===== src/rtl/fix_msg_tx.sv =====
// FIX 4.2 header/trailer byte serializer with valid/ready output handshake.
// Optional checksum trailer ("10=CCC" SOH) is built only when FIX_TX_CHECKSUM_EN is defined.
module fix_msg_tx (
  input  logic       clk,
  input  logic       rst,
  input  logic       send_i,
  input  logic [7:0] msg_type_i,
  input  logic [7:0] seq_num_i,
  input  logic       ready_i,
  output logic [7:0] message_o,
  output logic       send_message_valid_o,
  output logic       busy_o,
  output logic       done_o
);

`ifdef FIX_TX_CHECKSUM_EN
  typedef enum logic [1:0] {IDLE, BODY, CKSUM, DONE} state_t;
`else
  typedef enum logic [1:0] {IDLE, BODY, DONE} state_t;
`endif

  localparam logic [5:0] BODY_LAST = 6'd26;
`ifdef FIX_TX_CHECKSUM_EN
  localparam logic [5:0] MSG_LAST  = 6'd33;
`endif
  localparam logic [7:0] SOH       = 8'h01;

  state_t     state;
  logic [5:0] idx;
  logic [7:0] msg_type_q;
  logic [7:0] seq_d2, seq_d1, seq_d0;
  logic [5:0] nxt_idx;
  logic [7:0] nxt_byte;
  logic       xfer;

`ifdef FIX_TX_CHECKSUM_EN
  logic [7:0] cksum;
  logic [7:0] ck_d2, ck_d1, ck_d0;

  // The register already holds the full body sum once the trailer digits are reached.
  always_comb begin
    ck_d2 = 8'h30 + cksum / 8'd100;
    ck_d1 = 8'h30 + (cksum / 8'd10) % 8'd10;
    ck_d0 = 8'h30 + cksum % 8'd10;
  end
`endif

  assign xfer = send_message_valid_o && ready_i;

  // Byte to present after the next transfer (or the first byte when idle).
  always_comb begin
    nxt_idx  = (state == IDLE) ? '0 : idx + 6'd1;
    nxt_byte = SOH;
    case (nxt_idx)
      6'd0:  nxt_byte = "8";
      6'd1:  nxt_byte = "=";
      6'd2:  nxt_byte = "F";
      6'd3:  nxt_byte = "I";
      6'd4:  nxt_byte = "X";
      6'd5:  nxt_byte = ".";
      6'd6:  nxt_byte = "4";
      6'd7:  nxt_byte = ".";
      6'd8:  nxt_byte = "2";
      6'd10: nxt_byte = "9";
      6'd11: nxt_byte = "=";
      6'd12: nxt_byte = "1";
      6'd13: nxt_byte = "2";
      6'd15: nxt_byte = "3";
      6'd16: nxt_byte = "5";
      6'd17: nxt_byte = "=";
      6'd18: nxt_byte = msg_type_q;
      6'd20: nxt_byte = "3";
      6'd21: nxt_byte = "4";
      6'd22: nxt_byte = "=";
      6'd23: nxt_byte = seq_d2;
      6'd24: nxt_byte = seq_d1;
      6'd25: nxt_byte = seq_d0;
`ifdef FIX_TX_CHECKSUM_EN
      6'd27: nxt_byte = "1";
      6'd28: nxt_byte = "0";
      6'd29: nxt_byte = "=";
      6'd30: nxt_byte = ck_d2;
      6'd31: nxt_byte = ck_d1;
      6'd32: nxt_byte = ck_d0;
`endif
      default: nxt_byte = SOH;
    endcase
  end

  always_ff @(posedge clk) begin
    if (rst) begin
      state                <= IDLE;
      idx                  <= '0;
      msg_type_q           <= '0;
      seq_d2               <= '0;
      seq_d1               <= '0;
      seq_d0               <= '0;
      message_o            <= '0;
      send_message_valid_o <= 1'b0;
      busy_o               <= 1'b0;
      done_o               <= 1'b0;
`ifdef FIX_TX_CHECKSUM_EN
      cksum                <= '0;
`endif
    end else begin
      case (state)
        IDLE: begin
          if (send_i) begin
            msg_type_q           <= msg_type_i;
            seq_d2               <= 8'h30 + seq_num_i / 8'd100;
            seq_d1               <= 8'h30 + (seq_num_i / 8'd10) % 8'd10;
            seq_d0               <= 8'h30 + seq_num_i % 8'd10;
            idx                  <= nxt_idx;
            message_o            <= nxt_byte;
            send_message_valid_o <= 1'b1;
            busy_o               <= 1'b1;
`ifdef FIX_TX_CHECKSUM_EN
            cksum                <= '0;
`endif
            state                <= BODY;
          end
        end
        BODY: begin
          if (xfer) begin
`ifdef FIX_TX_CHECKSUM_EN
            cksum     <= cksum + message_o;
            idx       <= nxt_idx;
            message_o <= nxt_byte;
            if (idx == BODY_LAST) state <= CKSUM;
`else
            if (idx == BODY_LAST) begin
              state                <= DONE;
              idx                  <= '0;
              message_o            <= '0;
              send_message_valid_o <= 1'b0;
              done_o               <= 1'b1;
            end else begin
              idx       <= nxt_idx;
              message_o <= nxt_byte;
            end
`endif
          end
        end
`ifdef FIX_TX_CHECKSUM_EN
        CKSUM: begin
          if (xfer) begin
            if (idx == MSG_LAST) begin
              state                <= DONE;
              idx                  <= '0;
              message_o            <= '0;
              send_message_valid_o <= 1'b0;
              done_o               <= 1'b1;
            end else begin
              idx       <= nxt_idx;
              message_o <= nxt_byte;
            end
          end
        end
`endif
        DONE: begin
          state  <= IDLE;
          busy_o <= 1'b0;
          done_o <= 1'b0;
        end
        default: state <= IDLE;
      endcase
    end
  end

endmodule

===== config.mk =====
export PLATFORM = sky130hd
export DESIGN_NAME = fix_msg_tx
export DESIGN_NICKNAME = d
export VERILOG_FILES = /design/src/rtl/fix_msg_tx.sv
export SDC_FILE = /design/constraint.sdc
export NUM_CORES = 1
export LEC_CHECK = 0
export ABC_AREA = 1
export CORE_UTILIZATION = 45
export CTS_BUF_LIST = sky130_fd_sc_hd__clkbuf_4 sky130_fd_sc_hd__clkbuf_8
export DETAILED_ROUTE_END_ITERATION = 10
export SKIP_CTS_REPAIR_TIMING = 1
export SKIP_LAST_GASP = 1
export SLEW_MARGIN = 20
export SYNTH_ARGS = -nofsm -noshare
export SYNTH_HDL_FRONTEND = slang
export SYNTH_SLANG_ARGS = --single-unit

===== constraint.sdc =====
create_clock -name clk -period 7.1 [get_ports clk]
set_input_delay 1.065 -clock clk [delete_from_list [all_inputs] [get_ports clk]]
set_output_delay 1.065 -clock clk [all_outputs]
set_load 0.02 [all_outputs]

# ---- After elaboration in Yosys (flattened, before gate mapping)
# Index checks and enable logic that the tools add are counted.
dict set report word_totals {
  out_inout_bits 11
  ramBits 0
  n_memories 0
  elab_cells 85
  regBits 51
  rom_bits 0
  input_bits 20
  latch_bits 0
}
dict set report classes {
  shift 0
  mul 0
  reduce_logical 17
  mux 22
  div 4
  n_eq_ne 28
  bitwise_logic 0
  order_cmp 0
  n_addsub 4
}
# op n
set op_table {}
lappend op_table {{$pmux W8 S16} 1}
lappend op_table {{$eq A6 B5 Y1 const B} 10}
lappend op_table {{$eq A6 B4 Y1 const B} 6}
lappend op_table {{$add A6 B8 Y8 const A} 3}
lappend op_table {{$eq A6 B3 Y1 const B} 4}
lappend op_table {{$mux W6} 4}
lappend op_table {{$mux W8} 3}
lappend op_table {{$mod A8 B4 Y8 const B} 2}
lappend op_table {{$pmux W8 S2} 1}
lappend op_table {{$eq A6 B2 Y1 const B} 2}
lappend op_table {{$pmux W6 S2} 1}
lappend op_table {{$reduce_and A3 Y1} 3}
lappend op_table {{$div A8 B4 Y8 const B} 1}
lappend op_table {{$div A8 B7 Y8 const B} 1}
lappend op_table {{$reduce_or A2 Y1} 4}
lappend op_table {{$add A6 B1 Y6 const B} 1}
lappend op_table {{$eq A6 B1 Y1 const B} 1}
lappend op_table {{$logic_not A6 Y1} 1}
lappend op_table {{$mux W2} 3}
lappend op_table {{$ne A2 B2 Y1 const B} 3}
lappend op_table {{$pmux W1 S2} 3}
lappend op_table {{$reduce_bool A2 Y1} 3}
lappend op_table {{$mux W1} 5}
lappend op_table {{$pmux W2 S2} 1}
lappend op_table {{other kinds (7)} 8}

# ---- Longest topological paths before layout
# Gate-level depths: netlist of the first run.
dict set report logic_depth {
  word_depth 8
  ltp_mapped 37
  ltp_nobuf 37
}

# ---- Worst setup path after synthesis of the first run
# Ideal clock, no wire load.
dict set report synth_path {
  path_kind {input -> register}
  from {in seq_num_i[5]}
  to {reg seq_d1[6]}
  path_slack_ps 3094
  required_ps 6970
  setup_time_ps 130
  cell_stages 32
  arrival_time_ps 3876
  path_cell_list {inv_2 ha_1 inv_1 nand2_1 nand2_2 clkinv_4 nand3_4 nand3_4 nand2_2 nand3_4 nand2_4 nand2_2 o21ai_2 nor2_8 nand2_2 nand2_1 nand2_2 clkinv_2 nand2_4 nand3_4 nand3_2 nand2_2 ha_1 inv_1 nand2_1 nand2_1 nand2_1 nand2_1 nand3_2 ha_1 nand3_1 a31oi_1}
}
dict set report synth_between {
  elab_chain_cells 3
}
# item line_no
set synth_lines {}
lappend synth_lines {{start: declaration} 8} ;# input logic [7:0] seq_num_i,
lappend synth_lines {{$div A8 B4 Y8} 111} ;# seq_d1 <= 8'h30 + (seq_num_i / 8'd10) % 8'd10;
lappend synth_lines {{$mod A8 B4 Y8} 111}
lappend synth_lines {{$add A6 B8 Y8} 111}
lappend synth_lines {{end signal: assignment} 111}
lappend synth_lines {{end: declaration} 31} ;# logic [7:0] seq_d2, seq_d1, seq_d0;
# Every way passes these cells.
# A chain may end at the register's enable or synchronous reset.

# ---- Final worst setup path of the first run
dict set report layout_path {
  from {in seq_num_i[5]}
  to {reg seq_d1[5]}
}
# The elaborated chain is that of the path after synthesis.

==> impl_metrics.toml, run 1 <==
[run_status]
status = "finished, final reports clean"

[timing]
fin_skew_ps = 5.349
rsz0062_at_grt = "no"
drv_slew = 0
final.period_utilization_pct = 67.09
slew_headroom_pct = 32.47
finalSetupViolCount = 0
tns_ps = 0
finalHoldViolCount = 0
worst_pin_slew_ps = 1005
period_needed_ps = 4763
fmax_mhz = 209.9

[global_route]
grt_pass1_vias = 3225
grt-ovfl-total = 0
grtUsageTotal_pct = 21.90
grt_pass1_wl_um = 14750
antenna_found_initial = 0
grt_start_max_net_pins = 36

[route]
routed-wl-met3_um = 164
dr.pass1.iters = 4
drtAntennaViolNets = 0
top_layer = "met4"
viasPerCell = 5.154
wl_per_cell_um = 13.04
drt_iter0_markers = 147
num_vias = 3386
totalWireLength_um = 8564
met1Wirelength_um = 3888
drcViolationCount = 0
dr_wl_met2_um = 4280

[pwr]
ir_drop_mv = 0.08954
power_w = 0.0008374
p_leak_nw = 1.837
powerDensity_nw_per_um2 = 208.2

[floorplan]
die_w_um = 90.64
placementRows = 31
initial_core_util_pct = 47.73
coreArea_um2 = 7408
ios = 31
die_area_um2 = 8216
die_height_um = 90.64

[setup_path]
start_kind = "primary input"
cpMaxStageDelayCell = "clkdlybuf4s50_1"
max_stage_delay_ps = 650
worstPathRequired_ps = 7340
end_kind = "flip-flop"
crit_type = "primary input to flip-flop"
cp.arrival_ps = 5000
worstPathMaxFanout = 7

[synthesis]
yosys_register_bits = 46
synth_area_um2 = 3536
synth_cells = 529
ys_seq_area_share_pct = 26.04
synth.net_count = 565
synth_edf_count = 0
ys_async_sr_fraction_pct = 0
ys_types = 49
yosys_warnings = 0
syn_avg_cell_area_um2 = 6.684
synthFlopType = "dfxtp_1"

[flow_run]
cap_violations = 0

[cells_and_area]
final_cell_count_no_fill = 657
fin_util_pct = 54.30
num_antenna_cells = 0
area.growth.synth_to_final_pct = 13.77
n_fill_cell = 774
postLayoutCellArea_um2 = 4023
layout-drive-gt1-share_pct = 13.44
final_nets = 593

[placement]
gp_congestion = 0.9215
dp_hpwl_um = 6823
placed_area_um2 = 3928
io_buffers = 30
dp.cells = 649

[cts]
insertion_delay_ps = 300
clkSinkCount = 46
cts_tree = "built"
h-tree-depth = 2
clockRootBuffer = "clkbuf_8"
clkTransAtPathRegs_ps = 80
cts_inserted_buffers = 5
clockBufferDepth = 2

[min_path]
hold_class = "flip-flop to flip-flop"
-- cell usage after synthesis (2+ instances only) --
cell type / count / area [µm²]
nand2_1: 109 / 409.1
nor2_1: 70 / 262.8
inv_1: 63 / 236.5
dfxtp_1: 46 / 920.9
a21oi_1: 38 / 190.2
o21ai_0: 29 / 145.1
nand3_1: 21 / 105.1
nand2_2: 19 / 118.9
ha_1: 16 / 200.2
nand4_1: 12 / 75.07
nand2_4: 10 / 112.6
clkbuf_1: 9 / 33.78
inv_2: 9 / 33.78
xor2_1: 9 / 78.83
nor3_1: 7 / 35.03
nand3_2: 6 / 60.06
nand3_4: 5 / 87.58
o211ai_1: 4 / 30.03
a221oi_1: 3 / 26.28
a22oi_1: 3 / 22.52
nor2_4: 3 / 33.78
nor4_1: 3 / 18.77
o21ai_1: 3 / 15.01
xnor2_1: 3 / 26.28
a2111oi_0: 2 / 17.52
nor2_2: 2 / 12.51
nor2_8: 2 / 40.04
o31ai_1: 2 / 15.01
-- worst max-delay path, delay by kind of cell --
family,cells,cell delay [ps]
AOI/OAI and AO/OA,2,360
buffers and inverters,6,980
adders and majority gates,3,780
and+or+nand+nor,21,1780
-- metrics by stage --
stage / hold slack [ps] / worst slack (ps)
floorplan: 427.4 / 3094
global placement: 451.3 / 2124
detailed placement: 457.6 / 2022
CTS: 470.6 / 2339
global route: 483.5 / 1945
finish: 465.9 / 2337
-- path summary, 6_finish.rpt --
kind	from	end	slack (ps)	cells past startpoint
setup / recovery	seq_num_i[5]	seq_d1[5]$_SDFFE_PP0P_	2340	32
hold / removal	message_o[7]$_SDFFE_PP0P_	message_o[7]$_SDFFE_PP0P_	470	2
setup reg to reg	idx[0]$_SDFFE_PP0P_	message_o[0]$_SDFFE_PP0P_	3960	13
hold reg to reg	message_o[7]$_SDFFE_PP0P_	message_o[7]$_SDFFE_PP0P_	470	2
-- cell type report --
class / instances / area, µm² / area share [%]
well taps: 99 / 123.9 / 3.079
multi-input cells: 396 / 2273 / 56.52
clock inverters: 1 / 5.005 / 0.1244
flip-flops and latches: 46 / 920.9 / 22.89
clock buffers: 7 / 90.09 / 2.240
inverters: 76 / 294.0 / 7.309
repair buffers: 32 / 315.3 / 7.838
-- routing by layer --
metal / vias to the layer above / GRT usage [%]
met5: - / 0
met4: 0 / 8.602
met3: 17 / 1.852
met2: 51 / 40.78
met1: 1541 / 25.60
li1: 1777 / -
-- layout by cell type (no fill, tap or decap), drive strengths merged, types with 7 or more instances in the layout --
cell,synthesis,layout
clkdlybuf4s50,0,30
nor3,7,7
dfxtp,46,46
o21ai,33,33
xor2,9,9
nor2,77,77
nand3,32,32
a21oi,40,40
ha,16,16
inv,73,73
nand4,13,13
clkbuf,9,7
nand2,138,138
-- sequential cells by signal, summed over array words and instances, names as in the netlist --
name / count
message_o: 8
msg_type_q: 8
seq_d0: 8
seq_d1: 8
idx: 6
seq_d2: 3
state: 2
busy_o: 1
done_o: 1
send_message_valid_o: 1
-- logic make-up after synthesis --
family / after synthesis / synth area share (%)
simple gates: 272 / 39.56
compound gates: 96 / 16.03
buf+inv: 87 / 9.731
flops: 46 / 26.04
fa+ha+maj: 16 / 5.662
xor+xnor: 12 / 2.973
-- where the power goes --
group | switching (W) | total (W) | internal [W]
combinational | 0.000232 | 0.000368 | 0.000135
clock | 0.0000866 | 0.000169 | 0.0000825
sequential | 0.0000164 | 0.000301 | 0.000284
total | 0.000335 | 0.000837 | 0.000502
Note: power is estimated with default switching activity, not from simulation.
==> run 2: changes to the inputs <==
==> constraint.sdc (replaced) <==
create_clock -name clk -period 4.67 [get_ports clk]
set_input_delay 0.7005 -clock clk [delete_from_list [all_inputs] [get_ports clk]]
set_output_delay 0.7005 -clock clk [all_outputs]
set_load 0.02 [all_outputs]
==> run 2 against run 1 <==
Compared with the run above: utilization increased by 0.29 points; setup slack got worse by 1800 ps; first-iteration DRC count is 18% lower; sequential power up 52%; non-clock buffer count rose by 5; wire length is 0.55% lower; count of clock-buffer cells in the layout is 2 lower; largest power group unchanged.
==> impl_metrics.toml, run 2 (synthesis gave the netlist of run 1 again) <==
[run_status]
status = "finished, final reports clean"

[setup_path]
crit_type = "primary input to flip-flop"
worstPathMaxFanout = 6
r2r_cells = 13
cpMaxStageDelayCell = "clkdlybuf4s50_1"
worstPathRequired_ps = 4900
cp.depth = 33
crit_family = "simple AND/OR/NAND/NOR gates"
crit_buf_inv = 6
end_kind = "flip-flop"
max_stage_delay_ps = 600
cp.arrival_ps = 4400
reg2reg_slack_ps = 1610
path_common_cell = "nand2_1"
start_kind = "primary input"

[timing]
finalHoldViolCount = 0
finalSetupViolCount = 0
worst_pin_slew_ps = 819.4
hold_ws_ps = 469.6
tns_ps = 0
fmax_mhz = 240.2
rsz0062_at_grt = "no"
period_needed_ps = 4164
drv_slew = 0
slew_headroom_pct = 43.96
final.period_utilization_pct = 89.16
fin_skew_ps = 4.966

[cts]
clockBufferDepth = 2
cts_tree = "built"
clockRootBuffer = "clkbuf_8"
insertion_delay_ps = 300
cts_inserted_buffers = 5
clkSinkCount = 46
h-tree-depth = 2
clkTransAtPathRegs_ps = 80

[cells_and_area]
postLayoutCellArea_um2 = 4044
final_common_cell = "nand2_1"
final_nets = 598
n_fill_cell = 772
area.growth.synth_to_final_pct = 14.37
layout-drive-gt1-share_pct = 14.06
num_antenna_cells = 0
layout_common_cells = "nand2_1 (109), nor2_1 (69), inv_1 (63)"

[floorplan]
coreArea_um2 = 7408
initial_core_util_pct = 47.73
placementRows = 31
die_w_um = 90.64
die_area_um2 = 8216
die_height_um = 90.64
ios = 31

[route]
num_vias = 3397
wl_per_cell_um = 12.89
totalWireLength_um = 8517
dr.pass1.iters = 4
drcViolationCount = 0
drtAntennaViolNets = 0
drt_iter0_markers = 121
viasPerCell = 5.139

[flow_run]
cap_violations = 0

[placement]
dp_hpwl_um = 6848
io_buffers = 30
gp_congestion = 0.9467
placed_area_um2 = 3965

[global_route]
grt_pass1_wl_um = 14950
grtUsageTotal_pct = 22.00
grt_start_max_net_pins = 36
grt_pass1_vias = 3321
antenna_found_initial = 0
grt-ovfl-total = 0

[pwr]
power_w = 0.001251
p_leak_nw = 1.855
ir_drop_mv = 0.1571
powerDensity_nw_per_um2 = 309.3

[min_path]
hold_class = "flip-flop to flip-flop"
whs_path_depth = 2
[run 2: worst reg2reg max path, delay by kind of cell, from the launching register on]
kind | cells | cell delay, ps
xor gates and xnor gates | 1 | 80
AOI/OAI and AO/OA | 3 | 940
and+or+nand+nor | 8 | 1310
buffers and inverters | 1 | 190
DFF | 1 | 440
[run 2: worst paths after layout]
path	to	startpoint
min	message_o[7]$_SDFFE_PP0P_	message_o[7]$_SDFFE_PP0P_
max reg2reg	message_o[0]$_SDFFE_PP0P_	idx[2]$_SDFFE_PP0P_
max	seq_d1[6]$_SDFFE_PP0P_	seq_num_i[6]
min reg2reg	message_o[7]$_SDFFE_PP0P_	message_o[7]$_SDFFE_PP0P_
[run 2: report_power, final]
part,internal [W],switching (W),total (W)
Clock,0.000101,0.000131,0.000232
Sequential,0.000432,0.0000254,0.000458
Combinational,0.000209,0.000353,0.000562
[run 2: cell type report]
| type | count | area, µm² | area share [%] |
|---|---|---|---|
| sequential | 46 | 920.9 | 22.77 |
| inverter | 76 | 294.0 | 7.271 |
| tap | 99 | 123.9 | 3.063 |
| timing repair buffer | 37 | 352.8 | 8.725 |
| clock buffer | 5 | 68.82 | 1.702 |
| multi-input combinational | 396 | 2273 | 56.22 |
| clock inverter | 2 | 10.01 | 0.2475 |
[run 2: metal layers]
layer	share of wire, %	GRT usage [%]	vias up
met5	0	0	-
met4	2.1	6.855	0
met3	2.4	2.525	14
met2	52	42.61	44
met1	44	24.67	1553
li1	-	-	1786
[run 2: metrics by stage]
step                      util (%)  worst slack (ps)  std cells
final                        54.59             506.4        661
after global routing         54.59             73.34        661
after CTS                    54.59             479.4        661
after detailed placement     53.52             182.9        654
after global placement       53.52             256.1        654
after floorplan                  -              1028        529
==> run 3: changes to the inputs <==
--- a/config.mk
+++ b/config.mk
@@ -6,9 +6,10 @@
 export NUM_CORES = 1
 export LEC_CHECK = 0
 export ABC_AREA = 1
-export CORE_UTILIZATION = 45
+export CORE_UTILIZATION = 46
 export CTS_BUF_LIST = sky130_fd_sc_hd__clkbuf_4 sky130_fd_sc_hd__clkbuf_8
 export DETAILED_ROUTE_END_ITERATION = 10
+export PLACE_DENSITY = 0.66
 export SKIP_CTS_REPAIR_TIMING = 1
 export SKIP_LAST_GASP = 1
 export SLEW_MARGIN = 20
==> run 3 against run 2 <==
Compared with the run above: first-iteration DRC count decreased by 9.9%; wire length shrank 3.0%; power up 9.9%; count of clock-buffer cells in the layout increased by 1; maximum frequency down 0.25%; worst hold slack got worse by 4.2 ps; sequential share of layout area down 0.35 points; register-to-register slack better by 140 ps; largest power group unchanged.
==> impl_metrics.toml, run 3 (synthesis gave the netlist of run 1 again) <==
[global_route]
antenna_found_initial = 0
grt_pass1_vias = 3193
grt_start_max_net_pins = 36
grt_pass1_wl_um = 14180
grtUsageTotal_pct = 22.44
grt-ovfl-total = 0

[cells_and_area]
num_antenna_cells = 0
layout_common_cells = "nand2_1 (109), nor2_1 (69), inv_1 (63)"
final_nets = 598
area.growth.synth_to_final_pct = 16.17
final_common_cell = "nand2_1"
layout-drive-gt1-share_pct = 14.21

[placement]
dp_hpwl_um = 6546
io_buffers = 30
gp_congestion = 0.8753
place_ws_ps = 175.0

[cts]
clockBufferDepth = 2
insertion_delay_ps = 300
clockRootBuffer = "clkbuf_8"
cts_tree = "built"
h-tree-depth = 2
clkSinkCount = 46
clkTransAtPathRegs_ps = 80
cts_inserted_buffers = 5

[pwr]
p_leak_nw = 1.882
powerDensity_nw_per_um2 = 334.7
ir_drop_mv = 0.1711
power_w = 0.001375

[flow_run]
cap_violations = 0

[setup_path]
start_kind = "primary input"
worstPathRequired_ps = 4900
max_stage_delay_ps = 600
end_kind = "flip-flop"
worstPathMaxFanout = 6
path_common_cell = "nand2_1"
cp.arrival_ps = 4400
cpMaxStageDelayCell = "clkdlybuf4s50_1"
crit_type = "primary input to flip-flop"

[min_path]
hold_class = "flip-flop to flip-flop"

[route]
viasPerCell = 5.071
drt_iter0_markers = 109
drcViolationCount = 0
wl_per_cell_um = 12.48
drtAntennaViolNets = 0
dr.pass1.iters = 4
num_vias = 3357
totalWireLength_um = 8259

[timing]
fin_ws_ps = 495.9
final.period_utilization_pct = 89.38
tns_ps = 0
slew_headroom_pct = 44.04
worst_pin_slew_ps = 818.3
fmax_mhz = 239.6
finalSetupViolCount = 0
drv_slew = 0
finalHoldViolCount = 0
period_needed_ps = 4174
fin_skew_ps = 6.658
rsz0062_at_grt = "no"

[floorplan]
placementRows = 31
ios = 31
initial_core_util_pct = 48.23
die_height_um = 89.68
coreArea_um2 = 7331
die_w_um = 89.68
die_area_um2 = 8042

[run_status]
status = "finished, final reports clean"
[run 3: final cells by class]
class                           instances  area (µm²)
Tap cell                               99       123.9
Clock buffer                            6       82.58
Fill cell                             725        3223
Clock inverter                          2       60.06
Multi-Input combinational cell        396        2273
Inverter                               76       294.0
Timing Repair Buffer                   37       352.8
Sequential cell                        46       920.9
[run 3: worst paths after layout]
| check | end | depth (start not counted) | start | slack (ps) |
|---|---|---|---|---|
| min | seq_d2[5]$_SDFFE_PP0P_ | 2 | seq_d2[5]$_SDFFE_PP0P_ | 470 |
| min reg2reg | seq_d2[5]$_SDFFE_PP0P_ | 2 | seq_d2[5]$_SDFFE_PP0P_ | 470 |
| max | seq_d1[6]$_SDFFE_PP0P_ | 33 | seq_num_i[6] | 500 |
| max reg2reg | message_o[6]$_SDFFE_PP0P_ | 15 | idx[0]$_SDFFE_PP0P_ | 1750 |
[run 3: worst max-delay path: cells and delay by family]
| kind | cells | cell delay [ps] |
|---|---|---|
| AOI/OAI and AO/OA | 2 | 380 |
| adders and majority gates | 3 | 640 |
| buffers and inverters | 6 | 880 |
| and+or+nand+nor | 22 | 1770 |
[run 3: where the power goes]
group	switching, W	internal [W]	total (W)
logic	0.000351	0.000208	0.000559
registers	0.0000241	0.000432	0.000456
clock network	0.000131	0.000228	0.000360
total	0.000506	0.000868	0.00137
[run 3: routing by layer]
metal	vias up	wire, µm	GRT usage, %
li1	1794	-	-
met1	1504	3802	25.75
met2	41	4061	42.42
met3	18	169	2.651
met4	0	226	8.225
met5	-	0	0
[run 3: through the flow]
step,hold WS (ps),area (µm²),std cells,util [%]
4_1_cts,468.3,4108,662,56.03
3_5_place_dp,452.2,3965,654,54.09
2_1_floorplan,427.4,3536,529,-
6_report,465.4,4108,662,56.03
3_3_place_gp,447.7,3965,654,54.09
5_1_grt,483.0,4108,662,56.03
